$ cat config.mk
export PLATFORM = sky130hd
export DESIGN_NAME = writeback_buffer
export DESIGN_NICKNAME = d
export VERILOG_FILES = /design/src/rtl/writeback_buffer.sv
export SDC_FILE = /design/constraint.sdc
export NUM_CORES = 1
export LEC_CHECK = 0
export ABC_AREA = 1
export CORE_MARGIN = 2
export CORE_UTILIZATION = 35
export CTS_BUF_LIST = sky130_fd_sc_hd__clkbuf_16
export DETAILED_ROUTE_END_ITERATION = 7
export MAX_ROUTING_LAYER = met4
export PLACE_DENSITY = 0.58
export SLEW_MARGIN = 10
export SYNTH_ARGS = -nofsm -noshare
export SYNTH_HDL_FRONTEND = slang
export SYNTH_SLANG_ARGS = --single-unit
$ cat constraint.sdc
create_clock -name clk -period 15.77 [get_ports clk]
set_input_delay 2.3655 -clock clk [delete_from_list [all_inputs] [get_ports clk]]
set_output_delay 2.3655 -clock clk [all_outputs]
set_load 0.005 [all_outputs]
$ cat src/rtl/writeback_buffer.sv
// writeback_buffer: FIFO of evicted dirty lines waiting for the memory write port.
// Non-head entries with the same line address merge in place. A lookup port
// lets the miss handler refill a line from the buffer instead of reading stale
// memory.
module writeback_buffer #(
  parameter int DEPTH   = 4,
  parameter int LADDR_W = 28,
  parameter int LINE_W  = 128,
  parameter int OFFS_W  = 4
) (
  input  logic                      clk,
  input  logic                      resetn,
  input  logic                      in_valid,
  output logic                      in_ready,
  input  logic [LADDR_W-1:0]        in_addr,
  input  logic [LINE_W-1:0]         in_data,
  input  logic [LADDR_W-1:0]        lk_addr,
  output logic                      lk_hit,
  output logic [LINE_W-1:0]         lk_data,
  output logic                      mem_dvalid,
  input  logic                      mem_mready,
  output logic                      mem_wen,
  output logic [LADDR_W+OFFS_W-1:0] mem_addr,
  output logic [LINE_W-1:0]         mem_data,
  output logic                      busy,
  output logic                      full
);

  localparam int PTR_W = $clog2(DEPTH);
  localparam int CNT_W = $clog2(DEPTH + 1);

  logic [LADDR_W-1:0] addrArr_q [DEPTH];
  logic [LINE_W-1:0]  dataArr_q [DEPTH];
  logic [DEPTH-1:0]   valid_q, valid_d;
  logic [PTR_W-1:0]   head_q, head_d;
  logic [PTR_W-1:0]   tail_q, tail_d;
  logic [CNT_W-1:0]   count_q, count_d;

  logic               mergeHit;
  logic [PTR_W-1:0]   mergeIdx;
  logic               accept;
  logic               alloc;
  logic               drain;
  logic               headHit;
  logic               otherHit;
  logic [LINE_W-1:0]  otherData;

  // Find the single non-head entry that an incoming line would merge into;
  // the head is skipped because it may already be on the memory bus.
  always_comb begin
    mergeHit = 1'b0;
    mergeIdx = '0;
    for (int i = 0; i < DEPTH; i++) begin
      if (valid_q[i] && (PTR_W'(i) != head_q) && (addrArr_q[i] == in_addr)) begin
        mergeHit = 1'b1;
        mergeIdx = PTR_W'(i);
      end
    end
  end

  // Lookup prefers the non-head match, which is always the younger copy.
  always_comb begin
    headHit   = valid_q[head_q] && (addrArr_q[head_q] == lk_addr);
    otherHit  = 1'b0;
    otherData = '0;
    for (int i = 0; i < DEPTH; i++) begin
      if (valid_q[i] && (PTR_W'(i) != head_q) && (addrArr_q[i] == lk_addr)) begin
        otherHit  = 1'b1;
        otherData = dataArr_q[i];
      end
    end
  end

  assign lk_hit     = headHit | otherHit;
  assign lk_data    = otherHit ? otherData : dataArr_q[head_q];

  assign full       = (count_q == CNT_W'(DEPTH));
  assign in_ready   = !full | mergeHit;
  assign mem_dvalid = (count_q != '0);
  assign busy       = mem_dvalid;
  assign mem_wen    = 1'b1;
  assign mem_addr   = {addrArr_q[head_q], {OFFS_W{1'b0}}};
  assign mem_data   = dataArr_q[head_q];

  assign accept     = in_valid & in_ready;
  assign alloc      = accept & !mergeHit;
  assign drain      = mem_dvalid & mem_mready;

  // Next pointers, valid bits and occupancy from this cycle's allocate/drain.
  always_comb begin
    valid_d = valid_q;
    head_d  = head_q;
    tail_d  = tail_q;
    count_d = count_q;
    if (drain) begin
      valid_d[head_q] = 1'b0;
      head_d          = head_q + PTR_W'(1);
    end
    if (alloc) begin
      valid_d[tail_q] = 1'b1;
      tail_d          = tail_q + PTR_W'(1);
    end
    if (alloc && !drain) begin
      count_d = count_q + CNT_W'(1);
    end else if (!alloc && drain) begin
      count_d = count_q - CNT_W'(1);
    end
  end

  // Control state register; reset empties the buffer immediately.
  always_ff @(posedge clk or negedge resetn) begin
    if (!resetn) begin
      valid_q <= '0;
      head_q  <= '0;
      tail_q  <= '0;
      count_q <= '0;
    end else begin
      valid_q <= valid_d;
      head_q  <= head_d;
      tail_q  <= tail_d;
      count_q <= count_d;
    end
  end

  // Payload storage is not reset; the valid bits qualify it.
  always_ff @(posedge clk) begin
    if (alloc) begin
      addrArr_q[tail_q] <= in_addr;
      dataArr_q[tail_q] <= in_data;
    end else if (accept && mergeHit) begin
      dataArr_q[mergeIdx] <= in_data;
    end
  end

endmodule

### Word-level counts from Yosys, hierarchy flattened

Memories as Yosys holds them, arrays and structs flattened.
Cells that the tools add are included.

* mux-type cells: 34
* bitwise gates (word level): 8
* equal/unequal tests: 13
* reduce and logical (&&, ||, !) cells: 26
* order comparisons: 4
* $add $sub $neg: 4

Operators by type and width (count)
* $mux W128: 6
* $eq A28 B28 Y1: 9
* $reduce_or A128 Y1: 1
* $logic_and A1 B1 Y1: 18
* $mux W1: 18
* $mux W4: 2
* $lt A2 B3 Y1 const B: 2
* $mux W2: 3
* $mux W3: 2
* $add A2 B1 Y2 const B: 2
* $and A4 B4 Y4: 1
* $demux W1 S2: 2
* $ge A2 B1 Y1 const B: 2
* $logic_not A1 Y1: 4
* $ne A2 B2 Y1 const A: 2
* $not A4 Y4: 1
* $or A4 B4 Y4: 1
* $reduce_bool A2 Y1: 2
* $add A3 B1 Y3 const B: 1
* $and A1 B1 Y1: 3
* $eq A3 B3 Y1 const B: 1
* $reduce_bool A3 Y1: 1
* $sub A3 B1 Y3 const B: 1
* $bmux W1 S2: 1
* 2 further kinds: 3

* memories kept: 2
* register bits after elaboration: 11
* output and inout port bits: 294
* bits in writable memories: 624
* word-level logic and storage cells: 95

Memory list
* dataArr_q: words 4, bits a word 128, rd ports 5, clocked after Yosys merged registers in 0, wr ports 1, RTL line 33 `logic [LINE_W-1:0] dataArr_q [DEPTH];`
* addrArr_q: words 4, bits a word 28, rd ports 5, clocked after Yosys merged registers in 0, wr ports 1, RTL line 32 `logic [LADDR_W-1:0] addrArr_q [DEPTH];`

### Logic depth before layout (Yosys ltp)

* word-level depth: 15
* depth in mapped cells: 27

### Worst setup path after synthesis

Ideal clock, no wire load.

* path kind: input to register
* start: input in_addr[11]
* end: memory dataArr_q[0][0] (enable)
* cell stages on the path: 15
* path buffers: 1
* slack: 6250 ps
* setup time: 616 ps
* data arrival time: 8903 ps
* required time: 15154 ps
* cells stage by stage: clkbuf_1 inv_1 nand2_1 o21ai_0 a21oi_1 nand2_1 nor2_1 nand2_1 nor2_1 nor2_1 nand3_1 nand2_1 inv_2 nand3_1 nor2_1

* longest elaborated chain between the ends: 14
* elaborated cells between the ends (all ways): 28
* classes of those cells: eq/ne: 4; mux: 14; bitwise: 3; reduce/logical: 7

RTL lines
* start, declared: RTL line 15 `input logic [LADDR_W-1:0] in_addr,`
* $eq A28 B28 Y1: RTL line 54 `if (valid_q[i] && (PTR_W'(i) != head_q) && (addrArr_q[i] == in_addr)) begin`
* $logic_and A1 B1 Y1: RTL line 54
* $mux W1 (3 in a row): RTL line 54
* $mux W1 *: RTL line 54
* $or A1 B1 Y1 *: RTL line 78 `assign in_ready = !full | mergeHit;`
* via in_ready: RTL line 14 `output logic in_ready,`
* $and A1 B1 Y1 *: RTL line 85 `assign accept = in_valid & in_ready;`
* $logic_and A1 B1 Y1: RTL line 130 `end else if (accept && mergeHit) begin`
* $mux W1: RTL line 130
* $mux W1: RTL line 127 `if (alloc) begin`
* $mux W1 (implied by the code): RTL line 131 `dataArr_q[mergeIdx] <= in_data;`
* $reduce_or A128 Y1 (no line)
* $mux W2 (no line) / $mux W1 (equally long branches)
* end, declared: RTL line 33

Mark *: on every way through the listed nets, which the timed path passes. The rest lies on a longest branch.

### Worst setup path in the final report

* start: input lk_addr[3]
* end: output lk_data[16]

* longest elaborated chain between the ends: 7
* elaborated cells between the ends (all ways): 17
* classes of those cells: eq/ne: 4; mux: 9; reduce/logical: 4

RTL lines
* start, declared: RTL line 17 `input logic [LADDR_W-1:0] lk_addr,`
* $eq A28 B28 Y1: RTL line 67 `if (valid_q[i] && (PTR_W'(i) != head_q) && (addrArr_q[i] == lk_addr)) begin`
* $logic_and A1 B1 Y1: RTL line 67
* $mux W128 / $mux W1 (equally long branches) (4 in a row): RTL line 67
* $mux W128 *: RTL line 75 `assign lk_data = otherHit ? otherData : dataArr_q[head_q];`
* end, declared: RTL line 19 `output logic [LINE_W-1:0] lk_data,`

Every way passes the cells marked *; elsewhere a longest branch is shown, timed or not.

==> summary.txt <==
STATUS
----------------------------------------------------------------------------------
Outcome                                                               finished, final reports clean

GLOBAL ROUTE
----------------------------------------------------------------------------------
Global-route wire length before repair                                209600 microns
Vias in the first global route                                               29557
Grt total ovfl                                                                   0
Initial antenna violation count                                                 16
Largest net degree at the start of global routing                              152
Overall Global Routing Usage                                                0.2979

STA
----------------------------------------------------------------------------------
Maximum clock skew at final layout                                      0.04398 ns
Post-route clock period utilization                                         0.6306
Final hold violation count                                                       0
Final critical path time including I/O delays and setup                   9.945 ns
TNS Setup                                                                     0 ns
Setup Viol. Count Final                                                          0
Worst slew slack as a fraction of its limit                                 0.2142
Slew at the pin closest to its max-slew limit                             1.179 ns
Highest clock rate                                                       100.6 MHz
Final max-slew violation count                                                   0
RSZ-0062 raised after global routing                                         false

SETUP PATH
----------------------------------------------------------------------------------
FF-to-FF Start                                                           head_q[1]
Dominant delay contributor by cell family on the critical path        buffers and inverters
Data arrival time of the critical path                                     7.58 ns
Buffer and inverter count on the worst path                                      4
Stage delay of the slowest cell on the critical path                       0.80 ns
Library cell appearing most often on the critical path                sky130_fd_sc_hd__nand2_1
Category of the worst setup path capture point                        primary output
Startpoint kind of the worst setup timing path                           input pin
Register-to-register setup slack                                          10.06 ns
Number of cell instances on the worst register-to-register path                 16
Required time at the endpoint of the critical path                        13.40 ns
Highest fanout seen on the critical path                                        58
Cell with the largest stage delay on the worst path                   sky130_fd_sc_hd__buf_4
Crit Reg-Reg Endpoint                                                 dataArr_q[2][27]
Critical-path cell list                                               clkdlybuf4s50_1 -> xnor2_1 -> nand3_1 -> nor2_1 -> nand2_1 -> nor2_4 -> buf_4 -> buf_4 -> nand2_1 -> nand2_1 -> nand2_1 -> nand2_1 -> nand2_1 -> nand3_1 -> clkdlybuf4s50_1
Crit Path Class                                                             in2out

ROUTING
----------------------------------------------------------------------------------
Via density per instance                                                     5.440
DRC marker count from the first detailed-route iteration                      3514
M1 WL                                                                 61840 microns
Top metal layer carrying routed signals                                       met4
Number of design rule violations left after detail routing                       0
Remaining number of nets flagged by the antenna check after routing              0
Vias                                                                         31354
First-pass detailed-route iteration total                                        8
Detailed-route wire length                                            148700 microns
Sum of met3 wire segment lengths after detailed routing               12370 microns
Detail Route met2 WL                                                  69490 microns
Wire length per cell after detailed routing                           25.80 microns

CLOCK TREE
----------------------------------------------------------------------------------
Number of post-CTS setup repair buffers                                          0
TritonCTS sink count                                                           635
Number of hold buffers added after CTS                                           0
CTS H-tree depth                                                                 3
Count of instances resized after the clock tree is built                         0
CTS tree                                                                     built
Insertion delay to the later sink of the worst-skew pair                   0.67 ns
Clock root buffer                                                     sky130_fd_sc_hd__clkbuf_16
Reg clk slew, reported paths                                               0.06 ns
Maximum count of clock buffers along a single path                               3
CTS buffer count                                                                74

CELLS AND AREA
----------------------------------------------------------------------------------
Final #Nets                                                                   4618
Commonest cells after routing, fill and taps aside                    sky130_fd_sc_hd__nand2_1 (1466), sky130_fd_sc_hd__edfxtp_1 (624), sky130_fd_sc_hd__clkdlybuf4s50_1 (476)
Commonest non-fill, non-tap cell in the layout                        sky130_fd_sc_hd__nand2_1
Layout area overhead                                                        23.55%
Storage element area                                                  0.01902 sq mm
Area of the multi-input gates                                         0.01339 sq mm
Share of cells above drive strength 1                                      0.03712
Count of filler cells inserted in the layout                                  9536

SYNTH
----------------------------------------------------------------------------------
Number of enable-type register cells in the synthesized netlist                624
Flops & latches, synth                                                         635
Fraction of registers with async set/reset                                 0.01732
Synth Warn #                                                                     0
Synth Flop Type                                                       sky130_fd_sc_hd__edfxtp_1
Count of distinct cell types in the synthesized netlist                         43
Post-synthesis sequential area ratio                                        0.5568
Cells after synthesis                                                         4072
Total standard cell area after synthesis                              0.03415 sq mm
Mean instance size in the synthesized netlist                          8.387 sq um

FLOORPLAN
----------------------------------------------------------------------------------
Area enclosed by the die boundary                                     0.1001 sq mm
Effective utilization at floorplan                                          0.3531
DIE HEIGHT                                                            316.4 microns
Top-level port count                                                           482
Die width                                                             316.4 microns
Core area                                                             0.09671 sq mm
Number of cell rows                                                            114

PLACED DESIGN
----------------------------------------------------------------------------------
Dpl hpwl                                                              98170 microns
Placer congestion estimate                                                   1.038
Count of port buffers added during placement                                   476

POWER
----------------------------------------------------------------------------------
Total design power                                                         7637 uW
Total power density per cell area                                     181.0 mW/mm^2
Maximum vdd ir drop                                                       140.2 uV
Static power due to leakage                                             0.01649 uW

FLOW RUN
----------------------------------------------------------------------------------
Number of max-cap violations                                                     0

WORST HOLD PATH
----------------------------------------------------------------------------------
Min-Delay Path Depth                                                             2
Worst hold start                                                        valid_q[0]
Hold Crit Endpoint                                                      valid_q[0]
Class of the tightest hold or removal check                                reg2reg

-- power by group --
part	internal, uW	switching [uW]
sequential	2230	207
combinational	1480	2050
clock	953	713
total	4670	2970
-- Yosys cell counts, types with 11 or more instances --
| master | n | share of area |
|---|---|---|
| sky130_fd_sc_hd__buf_2 | 61 | 0.0089 |
| sky130_fd_sc_hd__o22ai_1 | 132 | 0.024 |
| sky130_fd_sc_hd__buf_1 | 13 | 0.0014 |
| sky130_fd_sc_hd__nor2_1 | 443 | 0.049 |
| sky130_fd_sc_hd__nand4_1 | 26 | 0.0048 |
| sky130_fd_sc_hd__buf_4 | 17 | 0.0037 |
| sky130_fd_sc_hd__clkbuf_1 | 139 | 0.015 |
| sky130_fd_sc_hd__inv_1 | 185 | 0.020 |
| sky130_fd_sc_hd__inv_2 | 19 | 0.0021 |
| sky130_fd_sc_hd__nand3_1 | 282 | 0.041 |
| sky130_fd_sc_hd__edfxtp_1 | 624 | 0.55 |
| sky130_fd_sc_hd__a21oi_1 | 106 | 0.016 |
| sky130_fd_sc_hd__dfrtp_1 | 11 | 0.0081 |
| sky130_fd_sc_hd__xor2_1 | 39 | 0.010 |
| sky130_fd_sc_hd__o21ai_0 | 373 | 0.055 |
| sky130_fd_sc_hd__xnor2_1 | 44 | 0.011 |
| sky130_fd_sc_hd__nand2_1 | 1466 | 0.16 |
| sky130_fd_sc_hd__nor3_1 | 16 | 0.0023 |
-- final cells by class --
class,count,area share
clock buffers,76,0.04508
well taps,1276,0.03784
flip-flops and latches,635,0.4508
inverters,205,0.01871
multi-input cells,3001,0.3173
diodes,16,0.0009490
repair buffers,503,0.1198
clock inverters,52,0.009490
-- state kept, by name (all words and copies together) (netlist names) --
signal / count
tail_q: 2
count_q: 3
valid_q: 4
head_q: 2
dataArr_q: 512
addrArr_q: 112
-- cell families after synthesis --
group / Yosys count / share of synthesized area
AOI/OAI and AO/OA: 633 / 0.09881
xor gates and xnor gates: 83 / 0.02129
adders and majority gates: 10 / 0.003884
buffers and inverters: 439 / 0.05305
DFF: 635 / 0.5568
muxes: 1 / 0.0003297
other: 2 / 0.0002199
and+or+nand+nor: 2269 / 0.2657
-- per-stage QoR --
stage | std cells | util | area, sq um | setup WS (ns) | hold WS, ns
floorplan | 4075 | - | 34160 | 6.250 | 0.4497
finish | 5764 | 0.4363 | 42190 | 5.825 | 0.4892
detailed placement | 5620 | 0.4121 | 39850 | 5.974 | 0.4725
CTS | 5748 | 0.4359 | 42150 | 5.968 | 0.4874
global route | 5763 | 0.4363 | 42190 | 5.646 | 0.5441
global placement | 5620 | 0.4121 | 39850 | 5.970 | 0.4705
-- layer usage --
metal	up-vias	GRT usage
met5	-	-
met4	0	0.1012
met3	230	0.04971
met2	1527	0.4643
met1	15209	0.3941
li1	14388	-
-- worst max-delay path by stage --
stage                 endpoint  cells past startpoint         from
3_5_place_dp       lk_data[16]                     15  lk_addr[20]
6_report           lk_data[16]                     15   lk_addr[3]
3_3_place_gp       lk_data[16]                     15   lk_addr[3]
4_1_cts            lk_data[16]                     15  lk_addr[20]
2_1_floorplan  dataArr_q[0][0]                     15  in_addr[11]
5_1_grt            lk_data[16]                     15  lk_addr[20]
-- worst reg2reg max path, cell delays in order, from the launching register on --
cell	delay, ns
sky130_fd_sc_hd__dfrtp_4	0.90
sky130_fd_sc_hd__inv_6	0.47
sky130_fd_sc_hd__ha_1	0.35
sky130_fd_sc_hd__inv_1	0.06
sky130_fd_sc_hd__nand2_1	0.21
sky130_fd_sc_hd__nor3_1	0.46
sky130_fd_sc_hd__nand2_1	0.10
sky130_fd_sc_hd__nor2_1	0.10
sky130_fd_sc_hd__nand2_1	0.06
sky130_fd_sc_hd__nor2_1	0.30
sky130_fd_sc_hd__nor2_1	0.12
sky130_fd_sc_hd__nand3_1	0.17
sky130_fd_sc_hd__nand2_1	0.08
sky130_fd_sc_hd__inv_2	0.14
sky130_fd_sc_hd__nand3_1	0.21
sky130_fd_sc_hd__nor2_4	0.79
sky130_fd_sc_hd__buf_12	0.59
(Power assumes the default switching activity.)
